### config.mk
export PLATFORM = sky130hd
export DESIGN_NAME = matrix_read_streamer_flat
export DESIGN_NICKNAME = d
export VERILOG_FILES = /design/src/rtl/matrix_pkg.sv /design/src/rtl/matrix_read_streamer_if.sv /design/src/rtl/matrix_stream_fifo.sv /design/src/rtl/matrix_read_streamer.sv /design/src/flat_wrapper.sv
export SDC_FILE = /design/constraint.sdc
export NUM_CORES = 1
export LEC_CHECK = 0
export ABC_AREA = 1
export CAP_MARGIN = 20
export CORE_MARGIN = 2
export CORE_UTILIZATION = 29
export CTS_CLUSTER_SIZE = 24
export DETAILED_ROUTE_END_ITERATION = 8
export DONT_BUFFER_PORTS = 1
export HOLD_SLACK_MARGIN = 0.06
export PLACE_DENSITY = 0.5
export SLEW_MARGIN = 30
export SYNTH_ARGS = -nofsm -noshare
export SYNTH_HDL_FRONTEND = slang
export SYNTH_SLANG_ARGS = --single-unit
### constraint.sdc
create_clock -name clk -period 11.22 [get_ports clk]
set_clock_uncertainty 0.15 [all_clocks]
set_input_delay 3.366 -clock clk [delete_from_list [all_inputs] [get_ports clk]]
set_output_delay 3.366 -clock clk [all_outputs]
set_load 0.005 [all_outputs]
### src/rtl/matrix_pkg.sv
// ============================================================================
// matrix_pkg : shared widths, streamer FSM encoding and stream beat tag type
// Rev 1.0
// ============================================================================
`default_nettype none

package matrix_pkg;

   localparam int MATRIX_ID_WIDTH = 3;
   localparam int DIM_WIDTH       = 8;
   localparam int NAME_WIDTH      = 64;

   typedef enum logic [2:0] {
      ST_IDLE      = 3'd0,
      ST_REQ       = 3'd1,
      ST_WAIT_META = 3'd2,
      ST_FETCH     = 3'd3,
      ST_WAIT_DATA = 3'd4,
      ST_DRAIN     = 3'd5,
      ST_ABORT     = 3'd6
   } stream_state_t;

   // Position tag carried alongside each element; the data field is width-parameterised
   // by the streamer, so the full beat struct is assembled there.
   typedef struct packed {
      logic [DIM_WIDTH-1:0] row;
      logic [DIM_WIDTH-1:0] col;
      logic                 last;
   } beat_tag_t;

   function automatic logic is_last_elem(input logic [DIM_WIDTH-1:0] row,
                                         input logic [DIM_WIDTH-1:0] col,
                                         input logic [DIM_WIDTH-1:0] rows,
                                         input logic [DIM_WIDTH-1:0] cols);
      return (row == rows - 8'd1) && (col == cols - 8'd1);
   endfunction

endpackage

`default_nettype wire

### src/rtl/matrix_read_streamer_if.sv
// ============================================================================
// matrix_read_streamer_if : command, manager read port, metadata and output stream
// Rev 1.0
// ============================================================================
`default_nettype none

interface matrix_read_streamer_if
   import matrix_pkg::*;
#(
   parameter int DATA_WIDTH = 32
) ();

   logic                       cmd_valid;
   logic [MATRIX_ID_WIDTH-1:0] cmd_matrix_id;
   logic                       cmd_ready;

   logic                       reader_ready;
   logic                       read_req;
   logic [MATRIX_ID_WIDTH-1:0] read_matrix_id;
   logic                       read_meta_valid;
   logic [DIM_WIDTH-1:0]       read_rows;
   logic [DIM_WIDTH-1:0]       read_cols;
   logic [NAME_WIDTH-1:0]      read_matrix_name;
   logic                       read_data_req;
   logic [DATA_WIDTH-1:0]      read_data_out;
   logic                       read_data_valid;
   logic                       read_done;

   logic                       meta_valid;
   logic [DIM_WIDTH-1:0]       meta_rows;
   logic [DIM_WIDTH-1:0]       meta_cols;
   logic [NAME_WIDTH-1:0]      meta_name;

   logic                       out_valid;
   logic                       out_ready;
   logic [DATA_WIDTH-1:0]      out_data;
   logic [DIM_WIDTH-1:0]       out_row;
   logic [DIM_WIDTH-1:0]       out_col;
   logic                       out_last;

   modport master (
      input  cmd_valid, cmd_matrix_id, reader_ready, read_meta_valid, read_rows,
             read_cols, read_matrix_name, read_data_out, read_data_valid, read_done,
             out_ready,
      output cmd_ready, read_req, read_matrix_id, read_data_req, meta_valid,
             meta_rows, meta_cols, meta_name, out_valid, out_data, out_row,
             out_col, out_last
   );

   modport slave (
      output cmd_valid, cmd_matrix_id, reader_ready, read_meta_valid, read_rows,
             read_cols, read_matrix_name, read_data_out, read_data_valid, read_done,
             out_ready,
      input  cmd_ready, read_req, read_matrix_id, read_data_req, meta_valid,
             meta_rows, meta_cols, meta_name, out_valid, out_data, out_row,
             out_col, out_last
   );

endinterface

`default_nettype wire

### src/rtl/matrix_stream_fifo.sv
// ============================================================================
// matrix_stream_fifo : synchronous FIFO of stream beats with occupancy count
// Rev 1.0
// ============================================================================
`default_nettype none

module matrix_stream_fifo #(
   parameter int WIDTH = 49,
   parameter int DEPTH = 4
) (
   input  wire logic                     clk,
   input  wire logic                     rst,
   input  wire logic                     i_flush,
   input  wire logic                     i_push,
   input  wire logic [WIDTH-1:0]         i_data,
   input  wire logic                     i_pop,
   output logic      [WIDTH-1:0]         o_data,
   output logic                          o_empty,
   output logic                          o_full,
   output logic      [$clog2(DEPTH):0]   o_count
);

   localparam int PTR_W = $clog2(DEPTH);

   logic [WIDTH-1:0] r_mem [DEPTH];
   logic [PTR_W-1:0] r_wptr;
   logic [PTR_W-1:0] r_rptr;
   logic [PTR_W:0]   r_count;
   logic             w_do_push;
   logic             w_do_pop;

   assign o_empty   = (r_count == '0);
   assign o_full    = (r_count == (PTR_W+1)'(DEPTH));
   assign o_count   = r_count;
   assign o_data    = r_mem[r_rptr];
   assign w_do_pop  = i_pop && !o_empty;
   // A full FIFO still accepts a push when the head leaves in the same cycle.
   assign w_do_push = i_push && (!o_full || w_do_pop);

   always_ff @(posedge clk or posedge rst) begin
      if (rst) begin
         r_wptr  <= '0;
         r_rptr  <= '0;
         r_count <= '0;
      end else if (i_flush) begin
         r_wptr  <= '0;
         r_rptr  <= '0;
         r_count <= '0;
      end else begin
         if (w_do_push) r_wptr <= r_wptr + PTR_W'(1);
         if (w_do_pop)  r_rptr <= r_rptr + PTR_W'(1);
         case ({w_do_push, w_do_pop})
            2'b10:   r_count <= r_count + (PTR_W+1)'(1);
            2'b01:   r_count <= r_count - (PTR_W+1)'(1);
            default: r_count <= r_count;
         endcase
      end
   end

   always_ff @(posedge clk) begin
      if (w_do_push && !i_flush) r_mem[r_wptr] <= i_data;
   end

endmodule

`default_nettype wire

### src/rtl/matrix_read_streamer.sv
// ============================================================================
// matrix_read_streamer : drives the storage manager read handshake and re-emits
// the matrix row-major as a tagged valid/ready stream.  Rev 1.0
// ============================================================================
`default_nettype none

module matrix_read_streamer
   import matrix_pkg::*;
#(
   parameter int DATA_WIDTH     = 32,
   parameter int FIFO_DEPTH     = 4,
   parameter int TIMEOUT_CYCLES = 1024
) (
   input  wire logic              clk,
   input  wire logic              rst,
   matrix_read_streamer_if.master bus,
   output logic                   busy,
   output logic                   error
);

   localparam int CNT_W = $clog2(FIFO_DEPTH) + 1;
   localparam int TMO_W = $clog2(TIMEOUT_CYCLES + 1);

   typedef struct packed {
      logic [DATA_WIDTH-1:0] data;
      beat_tag_t             tag;
   } beat_t;

   stream_state_t              r_state, w_state_next;
   logic [MATRIX_ID_WIDTH-1:0] r_id;
   logic [DIM_WIDTH-1:0]       r_rows, r_cols, r_row, r_col;
   logic [NAME_WIDTH-1:0]      r_name;
   logic                       r_meta_valid;
   logic                       r_done_seen;
   logic                       r_error;
   logic [TMO_W-1:0]           r_tmo;

   logic                       w_read_req, w_data_req, w_flush, w_waiting, w_timeout;
   logic                       w_push, w_pop, w_empty, w_full, w_last;
   logic [CNT_W-1:0]           w_fifo_count;
   beat_t                      w_in_beat, w_head;

   assign w_waiting = (r_state == ST_REQ) || (r_state == ST_WAIT_META) ||
                      (r_state == ST_WAIT_DATA);
   assign w_timeout = w_waiting && (r_tmo == TMO_W'(TIMEOUT_CYCLES - 1));
   assign w_last    = is_last_elem(r_row, r_col, r_rows, r_cols);
   assign w_push    = (r_state == ST_WAIT_DATA) && bus.read_data_valid;
   assign w_pop     = bus.out_ready && !w_empty;

   always_comb begin
      w_state_next = r_state;
      w_read_req   = 1'b0;
      w_data_req   = 1'b0;
      w_flush      = 1'b0;
      case (r_state)
         ST_IDLE: if (bus.cmd_valid) w_state_next = ST_REQ;
         ST_REQ: begin
            if (bus.reader_ready) begin
               w_read_req   = 1'b1;
               w_state_next = ST_WAIT_META;
            end else if (w_timeout) begin
               w_state_next = ST_ABORT;
            end
         end
         ST_WAIT_META: begin
            if (bus.read_meta_valid)
               w_state_next = ((bus.read_rows == '0) || (bus.read_cols == '0)) ?
                              ST_DRAIN : ST_FETCH;
            else if (w_timeout)
               w_state_next = ST_ABORT;
         end
         ST_FETCH: begin
            // Only one request is ever in flight, so room for one more beat suffices.
            if (w_fifo_count < CNT_W'(FIFO_DEPTH)) begin
               w_data_req   = 1'b1;
               w_state_next = ST_WAIT_DATA;
            end
         end
         ST_WAIT_DATA: begin
            if (bus.read_data_valid)      w_state_next = w_last ? ST_DRAIN : ST_FETCH;
            else if (w_timeout)           w_state_next = ST_ABORT;
         end
         ST_DRAIN: if (w_empty && (r_done_seen || bus.read_done)) w_state_next = ST_IDLE;
         ST_ABORT: begin
            w_flush      = 1'b1;
            w_state_next = ST_IDLE;
         end
         default: w_state_next = ST_IDLE;
      endcase
   end

   always_ff @(posedge clk or posedge rst) begin
      if (rst) begin
         r_state      <= ST_IDLE;
         r_id         <= '0;
         r_rows       <= '0;
         r_cols       <= '0;
         r_name       <= '0;
         r_meta_valid <= 1'b0;
         r_row        <= '0;
         r_col        <= '0;
         r_done_seen  <= 1'b0;
         r_error      <= 1'b0;
         r_tmo        <= '0;
      end else begin
         r_state      <= w_state_next;
         r_meta_valid <= (r_state == ST_WAIT_META) && bus.read_meta_valid;
         r_tmo        <= (w_state_next != r_state) ? '0 : r_tmo + TMO_W'(1);
         if (r_state == ST_IDLE && bus.cmd_valid) begin
            r_id        <= bus.cmd_matrix_id;
            r_error     <= 1'b0;
            r_done_seen <= 1'b0;
            r_row       <= '0;
            r_col       <= '0;
         end else begin
            if (bus.read_done && r_state != ST_IDLE) r_done_seen <= 1'b1;
            if (w_state_next == ST_ABORT)            r_error     <= 1'b1;
         end
         if (r_state == ST_WAIT_META && bus.read_meta_valid) begin
            r_rows <= bus.read_rows;
            r_cols <= bus.read_cols;
            r_name <= bus.read_matrix_name;
         end
         if (w_push) begin
            if (r_col == r_cols - 8'd1) begin
               r_col <= '0;
               r_row <= r_row + 8'd1;
            end else begin
               r_col <= r_col + 8'd1;
            end
         end
      end
   end

   assign w_in_beat.data     = bus.read_data_out;
   assign w_in_beat.tag.row  = r_row;
   assign w_in_beat.tag.col  = r_col;
   assign w_in_beat.tag.last = w_last;

   matrix_stream_fifo #(
      .WIDTH ($bits(beat_t)),
      .DEPTH (FIFO_DEPTH)
   ) u_fifo (
      .clk     (clk),
      .rst     (rst),
      .i_flush (w_flush),
      .i_push  (w_push),
      .i_data  (w_in_beat),
      .i_pop   (w_pop),
      .o_data  (w_head),
      .o_empty (w_empty),
      .o_full  (w_full),
      .o_count (w_fifo_count)
   );

   assign bus.cmd_ready      = (r_state == ST_IDLE);
   assign bus.read_req       = w_read_req;
   assign bus.read_matrix_id = r_id;
   assign bus.read_data_req  = w_data_req;
   assign bus.meta_valid     = r_meta_valid;
   assign bus.meta_rows      = r_rows;
   assign bus.meta_cols      = r_cols;
   assign bus.meta_name      = r_name;
   assign bus.out_valid      = !w_empty;
   assign bus.out_data       = w_head.data;
   assign bus.out_row        = w_head.tag.row;
   assign bus.out_col        = w_head.tag.col;
   assign bus.out_last       = w_head.tag.last;
   assign busy               = (r_state != ST_IDLE);
   assign error              = r_error;

endmodule

`default_nettype wire

### src/flat_wrapper.sv
// flat-port wrapper written by rule: the top's interface ports become plain ports
module matrix_read_streamer_flat import matrix_pkg::*;
#(
   parameter int DATA_WIDTH     = 32,
   parameter int FIFO_DEPTH     = 4,
   parameter int TIMEOUT_CYCLES = 1024
)
  (clk, rst, busy, error, bus_cmd_valid, bus_cmd_matrix_id, bus_reader_ready, bus_read_meta_valid, bus_read_rows, bus_read_cols, bus_read_matrix_name, bus_read_data_out, bus_read_data_valid, bus_read_done, bus_out_ready, bus_cmd_ready, bus_read_req, bus_read_matrix_id, bus_read_data_req, bus_meta_valid, bus_meta_rows, bus_meta_cols, bus_meta_name, bus_out_valid, bus_out_data, bus_out_row, bus_out_col, bus_out_last);
  matrix_read_streamer_if #(.DATA_WIDTH(DATA_WIDTH)) bus_i ();
  input  wire logic clk;
  input  wire logic rst;
  output logic busy;
  output logic error;
  input wire logic [$bits(bus_i.cmd_valid)-1:0] bus_cmd_valid;
  input wire logic [$bits(bus_i.cmd_matrix_id)-1:0] bus_cmd_matrix_id;
  input wire logic [$bits(bus_i.reader_ready)-1:0] bus_reader_ready;
  input wire logic [$bits(bus_i.read_meta_valid)-1:0] bus_read_meta_valid;
  input wire logic [$bits(bus_i.read_rows)-1:0] bus_read_rows;
  input wire logic [$bits(bus_i.read_cols)-1:0] bus_read_cols;
  input wire logic [$bits(bus_i.read_matrix_name)-1:0] bus_read_matrix_name;
  input wire logic [$bits(bus_i.read_data_out)-1:0] bus_read_data_out;
  input wire logic [$bits(bus_i.read_data_valid)-1:0] bus_read_data_valid;
  input wire logic [$bits(bus_i.read_done)-1:0] bus_read_done;
  input wire logic [$bits(bus_i.out_ready)-1:0] bus_out_ready;
  output wire logic [$bits(bus_i.cmd_ready)-1:0] bus_cmd_ready;
  output wire logic [$bits(bus_i.read_req)-1:0] bus_read_req;
  output wire logic [$bits(bus_i.read_matrix_id)-1:0] bus_read_matrix_id;
  output wire logic [$bits(bus_i.read_data_req)-1:0] bus_read_data_req;
  output wire logic [$bits(bus_i.meta_valid)-1:0] bus_meta_valid;
  output wire logic [$bits(bus_i.meta_rows)-1:0] bus_meta_rows;
  output wire logic [$bits(bus_i.meta_cols)-1:0] bus_meta_cols;
  output wire logic [$bits(bus_i.meta_name)-1:0] bus_meta_name;
  output wire logic [$bits(bus_i.out_valid)-1:0] bus_out_valid;
  output wire logic [$bits(bus_i.out_data)-1:0] bus_out_data;
  output wire logic [$bits(bus_i.out_row)-1:0] bus_out_row;
  output wire logic [$bits(bus_i.out_col)-1:0] bus_out_col;
  output wire logic [$bits(bus_i.out_last)-1:0] bus_out_last;
  assign bus_i.cmd_valid = bus_cmd_valid;
  assign bus_i.cmd_matrix_id = bus_cmd_matrix_id;
  assign bus_i.reader_ready = bus_reader_ready;
  assign bus_i.read_meta_valid = bus_read_meta_valid;
  assign bus_i.read_rows = bus_read_rows;
  assign bus_i.read_cols = bus_read_cols;
  assign bus_i.read_matrix_name = bus_read_matrix_name;
  assign bus_i.read_data_out = bus_read_data_out;
  assign bus_i.read_data_valid = bus_read_data_valid;
  assign bus_i.read_done = bus_read_done;
  assign bus_i.out_ready = bus_out_ready;
  assign bus_cmd_ready = bus_i.cmd_ready;
  assign bus_read_req = bus_i.read_req;
  assign bus_read_matrix_id = bus_i.read_matrix_id;
  assign bus_read_data_req = bus_i.read_data_req;
  assign bus_meta_valid = bus_i.meta_valid;
  assign bus_meta_rows = bus_i.meta_rows;
  assign bus_meta_cols = bus_i.meta_cols;
  assign bus_meta_name = bus_i.meta_name;
  assign bus_out_valid = bus_i.out_valid;
  assign bus_out_data = bus_i.out_data;
  assign bus_out_row = bus_i.out_row;
  assign bus_out_col = bus_i.out_col;
  assign bus_out_last = bus_i.out_last;
  matrix_read_streamer #(.DATA_WIDTH(DATA_WIDTH), .FIFO_DEPTH(FIFO_DEPTH), .TIMEOUT_CYCLES(TIMEOUT_CYCLES)) u_core (.clk(clk), .rst(rst), .bus(bus_i), .busy(busy), .error(error));
endmodule
==> results of run 1 <==
==> cells by family (layout without fill, tap and decap cells) <==
kind of cell | after synthesis | after routing | share of synthesized area [%]
simple gates | 537 | 537 | 16.68
buf+inv | 130 | 159 | 3.764
compound gates | 201 | 201 | 8.365
flops | 319 | 319 | 68.10
fa+ha+maj | 10 | 10 | 1.008
mux | 2 | 2 | 0.1521
xor+xnor | 29 | 29 | 1.930
==> flip-flops by register name (all words and copies together), names as in the netlist <==
name and cells:
u_core.bus.meta_valid 1, u_core.r_row 8, u_core.u_fifo.r_mem 196, u_core.r_tmo 11, u_core.bus.meta_cols 8, u_core.error 1, u_core.bus.meta_name 64, u_core.u_fifo.o_count 3
u_core.r_col 8, u_core.r_state 3, u_core.bus.meta_rows 8, u_core.r_done_seen 1, u_core.u_fifo.r_wptr 2, u_core.bus.read_matrix_id 3, u_core.u_fifo.r_rptr 2
==> how the worst max path moves through the flow <==
stage | to | from
after global routing | bus_read_req | bus_reader_ready
after CTS | bus_read_req | bus_reader_ready
after detailed placement | bus_read_req | bus_reader_ready
final | bus_read_req | bus_reader_ready
after floorplan | bus_read_req | bus_reader_ready
after global placement | bus_read_req | bus_reader_ready
==> stage by stage <==
step	power, mW	instance area (sq um)	setup slack (ns)	hold slack (ns)	util (%)
global placement	2.719	13850	4.132	0.3157	30.72
global route	4.274	15200	4.082	0.3706	33.71
CTS	4.061	15170	4.105	0.3304	33.64
floorplan	2.383	13160	4.197	0.2916	-
detailed placement	2.741	13850	4.106	0.3202	30.72
finish	3.985	15200	4.116	0.3301	33.71
==> metal layers <==
layer	part of all wire (%)	wire (um)	vias up
li1	-	-	4154
met1	42	13920	4016
met2	46	15300	310
met3	10	3442	51
met4	2.5	839	0
met5	0	0	-
==> synth_stat cells (all sizes together) <==
library cell / instances / area (sq um)
a22o: 1 / 8.760
nor4: 1 / 6.260
a21oi: 8 / 40.04
nor3: 13 / 70.07
a31oi: 1 / 6.260
inv: 80 / 300.3
nand3: 40 / 205.2
o22ai: 57 / 356.6
o31ai: 1 / 7.510
o21ai: 130 / 654.4
or2: 2 / 12.51
clkbuf: 49 / 183.9
ha: 9 / 112.6
fa: 1 / 20.02
nor3b: 2 / 15.01
xor2: 19 / 166.4
mux2i: 2 / 20.02
nand2: 311 / 1177
edfxtp: 196 / 5886
a211oi: 1 / 12.51
a22oi: 1 / 7.510
nand4: 7 / 50.05
o211ai: 1 / 7.510
xnor2: 10 / 87.58
nor2: 161 / 659.4
dfrtp: 123 / 3078
buf: 1 / 11.26
==> final cells by class <==
class | count | area, sq um
fill | 4532 | 29890
sequential | 319 | 8966
multi-input combinational | 779 | 3741
clock buffer | 51 | 1082
tap | 600 | 750.7
inverter | 80 | 302.8
clock inverter | 15 | 235.2
timing repair buffer | 13 | 121.4
==> where the power goes <==
part	internal (mW)	total (mW)	switching (mW)
sequential	1.44	1.62	0.188
combinational	0.314	1.06	0.750
clock	0.814	1.30	0.482
==> impl_metrics.ini, run 1 <==
[min_path]
min_from = u_core.r_tmo[0]$_DFF_PP0_
hold_end = u_core.r_tmo[0]$_DFF_PP0_
hold_depth = 1
hold_class = reg -> reg

[cts]
cts_tree = built
clkSinkCount = 319
cts.path.max_buffers = 3
clk_latency_ns = 0.54
root_buffer = clkbuf_16
cts_setup_buffers = 0
clk_pin_slew_ns = 0.06
h-tree-depth = 2
cts-resized-gates = 0
cts_buffers = 37
postCtsHoldBufs = 0

[global_route]
grt_pass1_wl_mm = 51.23
grt-busiest-layer = met2
grt_usage_pct = 14.29
grt_overflow = 0
grt_use_met2_pct = 23.00
use_met1_pct = 17.21
grt_max_degree = 98
grt_pass1_vias = 8636
antenna_found_initial = 0
grt_util_met3_pct = 6.415

[routing]
drc = 0
first_pass_iters = 5
final_antenna_net_count = 0
drtIter0Drc = 445
viasPerCell = 4.594
num_vias = 8531
wirelength_mm = 33.50
route.detailed.wl_per_inst_um = 18.04

[floorplanning]
placementRows = 78
dieHeight_um = 217.0
core_area_sq_um = 45090
die_w_um = 217.0
ios = 262
initial_core_util_pct = 29.19
die-area_sq_um = 47110

[setup_path]
r2r_end = u_core.u_fifo.r_mem[3][35]$_DFFE_PP_
reg2regPathDepth = 8
max_stage_delay_ns = 0.19
rrSetupSlack_ns = 8.29
worst-path-stages = 2
cp-end-kind = primary output
crit_family = simple AND/OR/NAND/NOR gates
cp_data_arrival_time_ns = 3.59
worstSetupPathType = in -> out
r2r-start = u_core.r_state[0]$_DFF_PP0_
slowest_stage = nor2_1
cp-start-kind = input port
crit_required_ns = 7.70
path_buf_inv = 1
worstPathMaxFanout = 3
crit_chain = inv_1, nor2_1

[sta]
relSlewSlack_pct = 43.80
period_minus_slack_ns = 7.104
min_period_over_period_pct = 63.32
hold_viol_final = 0
finalSetupViolCount = 0
grt_setup_unrepaired = false
totalNegativeSetupSlack_ns = 0
max_slew.worst_pin.slew_ns = 0.8430
drv_slew = 0
max_freq_ghz = 0.1408

[yosys]
yosysUniqueCellTypes = 35
yosys_warnings = 0
synth_cells = 1228
synth_area_sq_um = 13160
yosysSeqAreaShare_pct = 68.10
synth_area_per_cell_sq_um = 10.72
synth.net_count = 1361
ys_ff_latch = 319

[final_layout]
diodes = 0
drive_above_1_share_pct = 8.910
nets = 1363
final_common_cell = nand2_1
fin_cells = 1857
final_cell_mix = nand2_1 (307), edfxtp_1 (196), nor2_1 (138), o21ai_0 (129), dfrtp_1 (121)
area_delta_synth_final_pct = 15.48

[pwr]
ir_worst_vdd_mv = 0.1610
p_leak_nw = 5.940
p_per_area_nw_per_um2 = 262.2

[place]
gp_congestion = 0.8060
io_buffers = 0
dp_hpwl_mm = 21.35
dp_cells = 1790

[status]
status = complete, no violations

[flow_run]
max_cap_violations = 0
Note: power is estimated with default switching activity, not from simulation.
==> run 2: changes to the inputs <==
--- a/config.mk
+++ b/config.mk
@@ -5,7 +5,7 @@
 export SDC_FILE = /design/constraint.sdc
 export NUM_CORES = 1
 export LEC_CHECK = 0
-export ABC_AREA = 1
+export ABC_AREA = 0
 export CAP_MARGIN = 20
 export CORE_MARGIN = 2
 export CORE_UTILIZATION = 29
@@ -13,7 +13,7 @@
 export DETAILED_ROUTE_END_ITERATION = 8
 export DONT_BUFFER_PORTS = 1
 export HOLD_SLACK_MARGIN = 0.06
-export PLACE_DENSITY = 0.5
+export PLACE_DENSITY = 0.51
 export SLEW_MARGIN = 30
 export SYNTH_ARGS = -nofsm -noshare
 export SYNTH_HDL_FRONTEND = slang
==> constraint.sdc (replaced) <==
create_clock -name clk -period 6 [get_ports clk]
set_clock_uncertainty 0.15 [all_clocks]
set_input_delay 1.8 -clock clk [delete_from_list [all_inputs] [get_ports clk]]
set_output_delay 1.8 -clock clk [all_outputs]
set_load 0.005 [all_outputs]
==> run 2 against run 1 <==
Non-clock buffer count unchanged. Via count down 24%. Power up 76%. Worst setup slack worse by 2.4 ns. Wire length down 11%. Critical path type is now reg -> out.
==> impl_metrics.ini, run 2 <==
[sta]
finalSetupViolCount = 0
drv_slew = 0
max_freq_ghz = 0.2335
hold_viol_final = 0
min_period_over_period_pct = 71.37
grt_setup_unrepaired = false
relSlewSlack_pct = 40.06
max_slew.worst_pin.slew_ns = 0.8962
totalNegativeSetupSlack_ns = 0
period_minus_slack_ns = 4.282

[routing]
first_pass_iters = 4
wirelength_mm = 29.67
num_vias = 6468
final_antenna_net_count = 0
viasPerCell = 4.677
drtIter0Drc = 342
route.detailed.wl_per_inst_um = 21.46
drc = 0

[floorplanning]
die_w_um = 214.9
core_area_sq_um = 44030
die-area_sq_um = 46170
initial_core_util_pct = 29.29
ios = 262
placementRows = 77
dieHeight_um = 214.9

[global_route]
grt_overflow = 0
grt_pass1_vias = 7021
grt_max_degree = 78
antenna_found_initial = 0
grt_pass1_wl_mm = 45.13
grt_usage_pct = 12.95

[pwr]
p_clk_share_pct = 31.9
p_per_area_nw_per_um2 = 471.8
ir_worst_vdd_mv = 0.2586
pwr-share-seq_pct = 46.0
p_leak_nw = 5.176
combPwrFrac_pct = 22.1
total_power_mw = 6.997
power_switching_mw = 2.140
swShare_pct = 30.58
internal_power_mw = 4.857

[min_path]
hold_class = reg -> reg

[cts]
root_buffer = clkbuf_16
h-tree-depth = 2
clk_latency_ns = 0.54
clkSinkCount = 319
cts.path.max_buffers = 3
postCtsHoldBufs = 0
cts_setup_buffers = 0
cts_tree = built
clk_pin_slew_ns = 0.06
cts-resized-gates = 0
cts_buffers = 37

[yosys]
ys_ff_latch = 319
synth_common_cells = edfxtp_1 (196), dfrtp_1 (123), mux2_2 (80), mux4_2 (49), nand2_1 (37)
synth.most_common_cell = edfxtp_1
synth_area_leaders = edfxtp_1 (46%), dfrtp_1 (24%), mux4_2 (8.6%), mux2_2 (7.0%), xor2_1 (1.2%)
yosys.area.top_type = edfxtp_1
synth_flop_cell = edfxtp_1
synth_cells = 750
synth.net_count = 883
yosysSeqAreaShare_pct = 69.51
yosys_warnings = 0
synth_area_sq_um = 12900
yosysUniqueCellTypes = 59
synth_edf_count = 196
synth_area_per_cell_sq_um = 17.19
yosysTopAreaCellShare_pct = 45.64
synthArstFlopShare_pct = 38.56

[final_layout]
largest_register = u_core.u_fifo.r_mem
fin_cells = 1383
nets = 900
diodes = 0
final_common_cell = edfxtp_1
area_delta_synth_final_pct = 15.01
drive_above_1_share_pct = 28.32
largest_reg_flops = 196
final_cell_mix = edfxtp_1 (196), dfrtp_1 (121), mux2_2 (80), mux4_2 (49)

[setup_path]
cp-end-kind = primary output
crit_required_ns = 4.05
worstSetupPathType = reg -> out
cp-start-kind = register
worstPathMaxFanout = 30
cp_data_arrival_time_ns = 2.33

[place]
dp_cells = 1319
io_buffers = 0
dp_hpwl_mm = 19.80
gp_congestion = 0.7633

[status]
status = complete, no violations

[flow_run]
max_cap_violations = 0
-- run 2: cell count changes in the layout (fill, tap and decap cells not counted), moves of 49 or more --
cell     delta
nand2_1   -270
mux2_2     +80
mux4_2     +49
nor2_1    -112
inv_1      -63
o21ai_0   -119
o22ai_1    -57
-- run 2: final timing paths --
path	startpoint	end	slack [ns]	cells past startpoint
worst max-delay path	u_core.u_fifo.r_rptr[0]$_DFFE_PP0P_	bus_out_data[18]	1.72	3
worst min-delay path	u_core.r_tmo[0]$_DFF_PP0_	u_core.r_tmo[0]$_DFF_PP0_	0.35	1
worst max register to register	u_core.r_state[2]$_DFF_PP0_	u_core.u_fifo.r_mem[3][24]$_DFFE_PP_	2.71	5
worst min register to register	u_core.r_tmo[0]$_DFF_PP0_	u_core.r_tmo[0]$_DFF_PP0_	0.35	1
max in group asynchronous	rst	u_core.bus.meta_name[1]$_DFFE_PP0P_	3.56	2
min in group asynchronous	rst	u_core.bus.meta_name[49]$_DFFE_PP0P_	1.14	1
-- run 2: cell families after synthesis --
logic type | Yosys count | synth area share (%)
AOI/OAI and AO/OA | 50 | 2.940
buffers and inverters | 46 | 1.475
muxes | 139 | 16.32
xor gates and xnor gates | 29 | 2.076
adders and majority gates | 10 | 1.028
and+or+nand+nor | 157 | 6.656
DFF | 319 | 69.51
-- run 2: per-layer routing --
metal  GRT usage [%]  share of wire [%]  vias up
li1                -                  -     2926
met1           16.20                 42     3276
met2           20.66                 47      232
met3           4.784                9.3       34
met4           4.514                2.1        0
met5               0                  0        -
-- run 2: area by class of cell --
class | instances | area [sq um]
clock buffers | 42 | 954.7
clock inverters | 21 | 239.0
fillers | 4263 | 29200
inverters | 11 | 43.79
multi-input cells | 385 | 3764
flip-flops and latches | 319 | 8969
well taps | 592 | 740.7
repair buffers | 13 | 121.4
-- run 2: power groups by stage --
| stage | combinational [mW] | clock (mW) | sequential (mW) |
|---|---|---|---|
| floorplan | 1.34 | 0 | 3.00 |
| global placement | 1.47 | 0 | 3.34 |
| detailed placement | 1.50 | 0 | 3.33 |
| CTS | 1.50 | 2.32 | 3.30 |
| global route | 1.70 | 2.39 | 3.30 |
| finish | 1.55 | 2.23 | 3.22 |
-- run 2: critical path, stage by stage (launching register included) --
cell and delay [ns]:
dfrtp_4 0.62, buf_16 0.29, buf_4 0.28, mux4_2 0.55
-- run 2: metrics by stage --
| stage | hold WS, ns | instance area, sq um | setup WS [ns] | utilization, % |
|---|---|---|---|---|
| 6_report | 0.3496 | 14830 | 1.718 | 33.69 |
| 5_1_grt | 0.3771 | 14830 | 1.568 | 33.69 |
| 4_1_cts | 0.3537 | 14800 | 1.388 | 33.62 |
| 3_5_place_dp | 0.3322 | 13610 | 1.784 | 30.90 |
| 3_3_place_gp | 0.3335 | 13600 | 1.866 | 30.89 |
| 2_1_floorplan | 0.3165 | 12900 | 0.7791 | - |
==> run 3: changes to the inputs <==
--- a/config.mk
+++ b/config.mk
@@ -5,7 +5,7 @@
 export SDC_FILE = /design/constraint.sdc
 export NUM_CORES = 1
 export LEC_CHECK = 0
-export ABC_AREA = 0
+export ABC_AREA = 1
 export CAP_MARGIN = 20
 export CORE_MARGIN = 2
 export CORE_UTILIZATION = 29
==> constraint.sdc (replaced) <==
create_clock -name clk -period 3.9 [get_ports clk]
set_clock_uncertainty 0.15 [all_clocks]
set_input_delay 1.17 -clock clk [delete_from_list [all_inputs] [get_ports clk]]
set_output_delay 1.17 -clock clk [all_outputs]
set_load 0.005 [all_outputs]
==> run 3 against run 2 <==
Combinational power rose by 110%. Global-route usage rose by 1.6 points. Flip-flop and latch count did not move. Cell area rose by 3.7%. Worst setup slack got worse by 1.5 ns. First-iteration DRC count rose by 22%. Clock power rose by 59%. Critical path depth rose by 2. Wire length rose by 16%. Hold slack got worse by 0.044 ns. Die area rose by 2.0%. Critical path type unchanged. Critical endpoint is now bus_out_row[4]. Largest cell class unchanged.
==> impl_metrics.ini, run 3 (same netlist as run 1, synthesis figures left out) <==
[cts]
root_buffer = clkbuf_16
cts_setup_buffers = 0
clk_latency_ns = 0.54
clkSinkCount = 319
cts.path.max_buffers = 3
cts_buffers = 38
cts_tree = built
clk_pin_slew_ns = 0.06
h-tree-depth = 2

[final_layout]
final_common_cell = nand2_1
diodes = 0
nets = 1391
area_delta_synth_final_pct = 16.86
drive_above_1_share_pct = 10.73
largest_register = u_core.u_fifo.r_mem
final_area_sq_um = 15380
final_cell_mix = nand2_1 (307), edfxtp_1 (196), nor2_1 (138), o21ai_0 (129), dfrtp_1 (121)
largest_reg_flops = 196
fill_cells = 4528
fin_util_pct = 34.12

[sta]
max_freq_ghz = 0.2731
finalSetupViolCount = 0
hold_viol_final = 0
period_minus_slack_ns = 3.661
drv_slew = 0
relSlewSlack_pct = 41.19
grt_setup_unrepaired = false
worst_slack_ns = 0.2385
min_period_over_period_pct = 93.88
totalNegativeSetupSlack_ns = 0
max_slew.worst_pin.slew_ns = 0.8821

[global_route]
grt-busiest-layer = met2
grt_usage_pct = 14.58
antenna_found_initial = 1
grt_util_met3_pct = 5.325
use_met1_pct = 17.48
grt_use_met2_pct = 24.20
grt_pass1_vias = 8686
grt_max_degree = 93
grt_overflow = 0
grt_pass1_wl_mm = 52.38

[pwr]
p_per_area_nw_per_um2 = 751.1
ir_worst_vdd_mv = 0.3907
p_leak_nw = 6.049

[place]
io_buffers = 0
place_ws_ns = 0.4685
gp_congestion = 0.8143
dp_hpwl_mm = 23.79
placed_cell_area_sq_um = 14110

[setup_path]
cp-start-kind = register
crit_required_ns = 2.58
worstSetupPathType = reg -> out
worstPathMaxFanout = 58
cp_data_arrival_time_ns = 2.34
cp-end-kind = primary output

[floorplanning]
ios = 262
initial_core_util_pct = 29.19
die_w_um = 217.0
core_area_sq_um = 45090
dieHeight_um = 217.0
placementRows = 78
die-area_sq_um = 47110

[routing]
wirelength_mm = 34.48
first_pass_iters = 4
drc = 0
route.detailed.wl_per_inst_um = 18.28
num_vias = 8722
drtIter0Drc = 418
final_antenna_net_count = 0
viasPerCell = 4.625

[flow_run]
max_cap_violations = 0

[status]
status = complete, no violations

[min_path]
hold_class = in -> async
[run 3: worst paths after layout]
kind / from / endpoint / slack [ns] / cells past startpoint
max in group asynchronous: rst / u_core.bus.meta_name[58]$_DFFE_PP0P_ / 2.50 / 3
setup reg to reg: u_core.bus.meta_cols[0]$_DFFE_PP0P_ / u_core.u_fifo.r_mem[1][0]$_DFFE_PP_ / 0.94 / 10
hold reg to reg: u_core.r_tmo[0]$_DFF_PP0_ / u_core.r_tmo[0]$_DFF_PP0_ / 0.32 / 1
setup / recovery: u_core.u_fifo.r_rptr[0]$_DFFE_PP0P_ / bus_out_row[4] / 0.24 / 5
hold / removal: rst / u_core.bus.meta_name[28]$_DFFE_PP0P_ / 0.31 / 1
min in group clk: u_core.r_tmo[0]$_DFF_PP0_ / u_core.r_tmo[0]$_DFF_PP0_ / 0.32 / 1
[run 3: metrics by stage]
stage / std cells / power (mW) / hold WS, ns
5_1_grt: 1886 / 12.39 / 0.3006
3_3_place_gp: 1817 / 8.106 / 0.3148
2_1_floorplan: 1228 / 6.857 / 0.2916
6_report: 1886 / 11.55 / 0.3055
3_5_place_dp: 1817 / 8.171 / 0.3163
4_1_cts: 1885 / 11.77 / 0.3259
[run 3: repair_timing]
item | CTS | global route
endpoints found under the setup margin | 0 | 3
gates resized for setup | 0 | 1
hold buffers | 0 | 0
[run 3: power by group]
group	internal, mW	total [mW]	switching [mW]
logic	1.09	3.29	2.21
clock network	2.16	3.55	1.39
registers	4.14	4.71	0.577
[run 3: layer usage]
| layer | up-vias | routed length, um |
|---|---|---|
| met4 | 0 | 831 |
| met5 | - | 0 |
| li1 | 4211 | - |
| met2 | 310 | 16410 |
| met1 | 4153 | 14200 |
| met3 | 48 | 3036 |
[run 3: layout make-up]
| class | instances | area [sq um] | share of cell area (%) |
|---|---|---|---|
| tap | 600 | 750.7 | 4.880 |
| multi-input combinational | 779 | 3741 | 24.32 |
| clock inverter | 18 | 203.9 | 1.326 |
| timing repair buffer | 40 | 366.6 | 2.383 |
| sequential | 319 | 8969 | 58.30 |
| inverter | 80 | 304.0 | 1.977 |
| clock buffer | 50 | 1047 | 6.808 |
[run 3: critical path, stage by stage (launching register included)]
cell	delay [ns]
dfrtp_4	0.41
buf_6	0.34
buf_4	0.45
o21ai_0	0.16
o22ai_1	0.23
buf_4	0.15
